`config.mk`:
```
export PLATFORM = sky130hd
export DESIGN_NAME = gcd_requester
export DESIGN_NICKNAME = d
export VERILOG_FILES = /design/src/rtl/gcd_requester.sv
export SDC_FILE = /design/constraint.sdc
export NUM_CORES = 1
export LEC_CHECK = 0
export BUFFER_PORTS_ARGS = -buffer_cell sky130_fd_sc_hd__buf_2
export CORE_ASPECT_RATIO = 0.5
export CORE_UTILIZATION = 45
export DETAILED_ROUTE_END_ITERATION = 10
export PLACE_DENSITY_LB_ADDON = 0.12
export SETUP_SLACK_MARGIN = 0.05
export SKIP_CTS_REPAIR_TIMING = 1
export SYNTH_ARGS = -nofsm -noshare
export SYNTH_HDL_FRONTEND = slang
export SYNTH_SLANG_ARGS = --single-unit
```
`constraint.sdc`:
```
create_clock -name iClk -period 2.5 [get_ports iClk]
set_input_delay 0.75 -clock iClk [delete_from_list [all_inputs] [get_ports iClk]]
set_output_delay 0.75 -clock iClk [all_outputs]
set_load 0.05 [all_outputs]
```
`src/rtl/gcd_requester.sv`:
```
// gcd_requester: sequences one host job at a time onto a GCD core, with a zero-operand
// bypass and a WAIT timeout that answers with an error flag instead of hanging.
module gcd_requester #(
  parameter int TAG_W   = 4,
  parameter int TIMEOUT = 140000,
  parameter int CNT_W   = 18
) (
  input  logic             iClk,
  input  logic             iRstn,
  input  logic             iReqValid,
  output logic             oReqReady,
  input  logic [15:0]      iReqA,
  input  logic [15:0]      iReqB,
  input  logic [TAG_W-1:0] iReqTag,
  output logic             oCoreValid,
  output logic [15:0]      oCoreA,
  output logic [15:0]      oCoreB,
  input  logic             iCoreReady,
  input  logic [15:0]      iCoreC,
  output logic             oRespValid,
  input  logic             iRespReady,
  output logic [15:0]      oRespC,
  output logic [TAG_W-1:0] oRespTag,
  output logic             oRespErr,
  output logic [15:0]      oJobCnt
);
  localparam logic [1:0] IDLE  = 2'd0;
  localparam logic [1:0] ISSUE = 2'd1;
  localparam logic [1:0] WAIT  = 2'd2;
  localparam logic [1:0] RESP  = 2'd3;
  localparam logic [CNT_W-1:0] LAST = CNT_W'(TIMEOUT - 1);

  logic [1:0]       state_q, state_d;
  logic             ready_q, ready_d;
  logic             core_valid_q, core_valid_d;
  logic [15:0]      core_a_q, core_a_d, core_b_q, core_b_d;
  logic             resp_valid_q, resp_valid_d;
  logic [15:0]      resp_c_q, resp_c_d;
  logic [TAG_W-1:0] resp_tag_q, resp_tag_d;
  logic             resp_err_q, resp_err_d;
  logic [15:0]      job_cnt_q, job_cnt_d;
  logic [CNT_W-1:0] cnt_q, cnt_d;

  always_comb begin
    state_d      = state_q;
    core_valid_d = 1'b0;
    core_a_d     = core_a_q;
    core_b_d     = core_b_q;
    resp_valid_d = resp_valid_q;
    resp_c_d     = resp_c_q;
    resp_tag_d   = resp_tag_q;
    resp_err_d   = resp_err_q;
    job_cnt_d    = job_cnt_q;
    cnt_d        = cnt_q;
    case (state_q)
      IDLE: if (iReqValid && ready_q) begin
        resp_tag_d = iReqTag;
        // a zero operand would never terminate in the core; A|B is the GCD there
        if (iReqA == 16'd0 || iReqB == 16'd0) begin
          state_d      = RESP;
          resp_valid_d = 1'b1;
          resp_c_d     = iReqA | iReqB;
          resp_err_d   = 1'b0;
        end else begin
          state_d      = ISSUE;
          core_valid_d = 1'b1;
          core_a_d     = iReqA;
          core_b_d     = iReqB;
        end
      end
      ISSUE: begin
        state_d = WAIT;
        cnt_d   = '0;
      end
      WAIT: if (iCoreReady) begin
        state_d      = RESP;
        resp_valid_d = 1'b1;
        resp_c_d     = iCoreC;
        resp_err_d   = 1'b0;
      end else if (cnt_q == LAST) begin
        state_d      = RESP;
        resp_valid_d = 1'b1;
        resp_c_d     = 16'd0;
        resp_err_d   = 1'b1;
      end else begin
        cnt_d = cnt_q + 1'b1;
      end
      default: if (iRespReady) begin
        state_d      = IDLE;
        resp_valid_d = 1'b0;
        job_cnt_d    = job_cnt_q + 16'd1;
      end
    endcase
    ready_d = state_d == IDLE;
  end

  always_ff @(posedge iClk or negedge iRstn)
    if (!iRstn) begin
      state_q      <= IDLE;
      ready_q      <= 1'b0;
      core_valid_q <= 1'b0;
      core_a_q     <= '0;
      core_b_q     <= '0;
      resp_valid_q <= 1'b0;
      resp_c_q     <= '0;
      resp_tag_q   <= '0;
      resp_err_q   <= 1'b0;
      job_cnt_q    <= '0;
      cnt_q        <= '0;
    end else begin
      state_q      <= state_d;
      ready_q      <= ready_d;
      core_valid_q <= core_valid_d;
      core_a_q     <= core_a_d;
      core_b_q     <= core_b_d;
      resp_valid_q <= resp_valid_d;
      resp_c_q     <= resp_c_d;
      resp_tag_q   <= resp_tag_d;
      resp_err_q   <= resp_err_d;
      job_cnt_q    <= job_cnt_d;
      cnt_q        <= cnt_d;
    end

  assign oReqReady  = ready_q;
  assign oCoreValid = core_valid_q;
  assign oCoreA     = core_a_q;
  assign oCoreB     = core_b_q;
  assign oRespValid = resp_valid_q;
  assign oRespC     = resp_c_q;
  assign oRespTag   = resp_tag_q;
  assign oRespErr   = resp_err_q;
  assign oJobCnt    = job_cnt_q;
endmodule

```
==> impl_metrics.csv <==
group,metric,value,unit
outcome,status,"complete, no violations",
detailed_routing,detail_route.vias_per_cell,5.16,
power,leakagePower,2.65,nW
cts,numCtsBuffers,9,
layout,nets,579,
detailed_routing,wl_per_cell,15.2,um
global_route,grt-ovfl-total,0,
floorplan,die_h,70.9,um
power,p_switching,3.47,mW
layout,multiInputGateArea,1880,sq um
critical_path,rr_endpoint,"oRespC[7]",
min_path,hold_class,"input pin to asynchronous set/reset pin",
synthesis,synth_warnings,0,
floorplan,ioPinCount,129,
synthesis,yosysUniqueCellTypes,43,
synthesis,synth_edf_count,0,
floorplan,die_w,140,um
critical_path,r2r-start,"cnt_q[10]",
detailed_routing,routed_wl,9.68,mm
floorplan,core_region_area,8950,sq um
global_route,grt_pass1_vias,3217,
cts,htreeDepth,3,
power,internal_power,3.87,mW
detailed_routing,drtIter0Drc,198,
critical_path,rr_worst_depth,5,
power,ir_drop,0.901,mV
synthesis,synthArstFlopShare,100,%
timing,drv_slew,0,
cts,cts.sinks,92,
critical_path,endpoint_kind,"flop",
timing,fin_crit,2.23,ns
cts,clkLatencyLatePin,0.34,ns
power,power_density,1350,nW/um^2
critical_path,start_kind,"input pin",
power,power,7.34,mW
synthesis,synth_seq_cells,92,
detailed_routing,first_pass_iters,4,
timing,grt_setup_unrepaired,"false",
power,p_comb_share,50.6,%
critical_path,critPathArrivalTime,2.45,ns
place,globalplace.congestion,0.823,
synthesis,synth_cells,372,
detailed_routing,ant_nets,0,
place,hpwl,7.29,mm
synthesis,syn_nets,435,
critical_path,required,2.72,ns
power,p_clk_share,17.4,%
global_route,grt_max_degree,37,
timing,final-setup-viol-count,0,
critical_path,reg2reg_slack,0.29,ns
timing,relSlewSlack,55.5,%
floorplan,rows,24,
global_route,antenna_found_initial,0,
layout,diodes,0,
timing,fin_crit_sh,89.3,%
critical_path,crit_type,"input pin to flop",
synthesis,synth_ff_type,"dfrtp_1",
layout,layout-drive-gt1-share,42.6,%
power,swShare,47.3,%
power,seq_power_share,32.0,%
timing,timing.fmax,0.448,GHz
run,maxCapViolations,0,
cts,root_buffer,"clkbuf_16",
place,numPortBuffers,128,
layout,fillers,759,
synthesis,synth_area,4270,sq um
global_route,grt_pass1_wl,16.0,mm
layout,seq_area,2300,sq um
synthesis,ys_seq_area_share,53.9,%
timing,clock_skew,0.00524,ns
cts,cts_max_path_buffers,2,
floorplan,start_util,47.7,%
timing,finalHoldViolCount,0,
layout,syn2layout_area_growth,27.0,%
cts,tritoncts,"yes",
timing,fin_tns_setup,0,ns
detailed_routing,dr_total_vias,3294,
detailed_routing,drc,0,
synthesis,syn_area_per_cell,11.5,sq um
floorplan,floorplan.die_area,9900,sq um
global_route,grt.total_usage,21.0,%
timing,worst_slew_pin_slew,0.664,ns
cts,clk_pin_slew,0.06,ns
critical_path,worst-path-max-fanout,17,
[cell usage after synthesis, types with 2 or more instances]
cell type | count | share of area, %
nor2_1 | 41 | 3.6
nor3_1 | 3 | 0.35
mux2_4 | 9 | 3.2
nand4_1 | 11 | 1.6
or3_1 | 2 | 0.29
clkbuf_1 | 10 | 0.88
nand2_1 | 34 | 3.0
nor2b_1 | 3 | 0.44
o41ai_1 | 2 | 0.41
o21ai_0 | 20 | 2.3
xor2_1 | 10 | 2.1
a211oi_1 | 3 | 0.53
nand2b_1 | 2 | 0.29
dfrtp_1 | 92 | 54
xnor2_1 | 16 | 3.3
or4b_4 | 2 | 0.65
inv_1 | 10 | 0.88
a31o_2 | 2 | 0.41
nand3_1 | 14 | 1.6
nor4_1 | 8 | 1.2
a21oi_1 | 8 | 0.94
mux2_2 | 44 | 12
ha_1 | 6 | 1.8
[how the worst max path moves through the flow]
| stage | from | to | slack (ns) | cells past startpoint |
|---|---|---|---|---|
| after floorplan | iReqB[11] | oRespC[10] | 0.29 | 6 |
| after global placement | iReqB[11] | oRespC[9] | -0.06 | 7 |
| after detailed placement | iReqB[11] | oRespC[8] | -0.09 | 7 |
| after CTS | state_q[0] | cnt_q[17] | 0.26 | 8 |
| after global routing | iReqB[6] | oRespC[7] | 0.10 | 6 |
| final | iReqB[6] | oRespC[7] | 0.27 | 6 |
[through the flow]
stage | setup slack [ns] | area, sq um | util (%) | cells | hold slack [ns]
2_1_floorplan | 0.290 | 4270 | - | 372 | 0.454
3_3_place_gp | -0.0566 | 5140 | 57.5 | 622 | 0.452
3_5_place_dp | -0.0867 | 5140 | 57.5 | 622 | 0.453
4_1_cts | 0.257 | 5420 | 60.6 | 638 | 0.371
5_1_grt | 0.104 | 5420 | 60.6 | 638 | 0.396
6_report | 0.268 | 5420 | 60.6 | 638 | 0.357
[registers in the layout, indices dropped and copies added, names as in the netlist]
signal,flops
cnt_q,18
oRespTag,4
oJobCnt,16
oCoreValid,1
oRespValid,1
oRespErr,1
oCoreB,16
oRespC,16
oCoreA,16
state_q,2
oReqReady,1
[cell usage in the layout (no fill, tap or decap), types with 9 or more instances in the layout]
cell type | synthesis | layout
buf_4 | 0 | 16
xor2_1 | 10 | 10
mux2_2 | 44 | 44
buf_2 | 0 | 127
clkbuf_16 | 0 | 9
nand2_1 | 34 | 34
nand4_1 | 11 | 11
nand3_1 | 14 | 14
o21ai_0 | 20 | 20
dfrtp_1 | 92 | 92
xnor2_1 | 16 | 16
nor2_1 | 41 | 41
inv_1 | 10 | 10
mux2_4 | 9 | 9
[worst max-delay path, cell delays in order]
cell and delay, ns:
buf_2 0.11, nor4_1 0.44, nand4_1 0.18, a21oi_1 0.36, o21ai_4 0.26, mux2_4 0.35
[layout make-up]
class                           instances  area share (%)
Clock buffer                           11            4.48
Clock inverter                          5           0.646
Inverter                               10           0.693
Multi-Input combinational cell        259            34.7
Sequential cell                        92            42.5
Tap cell                              117            2.70
Timing Repair Buffer                  144            14.3
[logic make-up after synthesis]
kind of cell,synth area share [%]
flip-flops,53.9
adder cells (fa/ha/maj),1.76
buffers and inverters,2.02
AND/OR/NAND/NOR,15.2
multiplexers,15.0
XOR/XNOR,5.34
AO/OA/AOI/OAI,6.71
[power by group through the flow]
stage	registers, mW	logic [mW]	clock network, mW
4_1_cts	2.35	3.75	1.31
5_1_grt	2.41	3.93	1.36
3_5_place_dp	2.36	3.74	0
3_3_place_gp	2.36	3.70	0
2_1_floorplan	4.01	1.20	0
6_report	2.35	3.72	1.27
[per-layer routing]
metal	wire length (um)	vias to the layer above	global-route usage, %
met3	487	4	6.36
met1	4690	1610	28.9
met2	4450	77	32.2
li1	-	1603	-
met4	57	0	6.23
met5	0	-	0
Note: power is estimated with default switching activity, not from simulation.
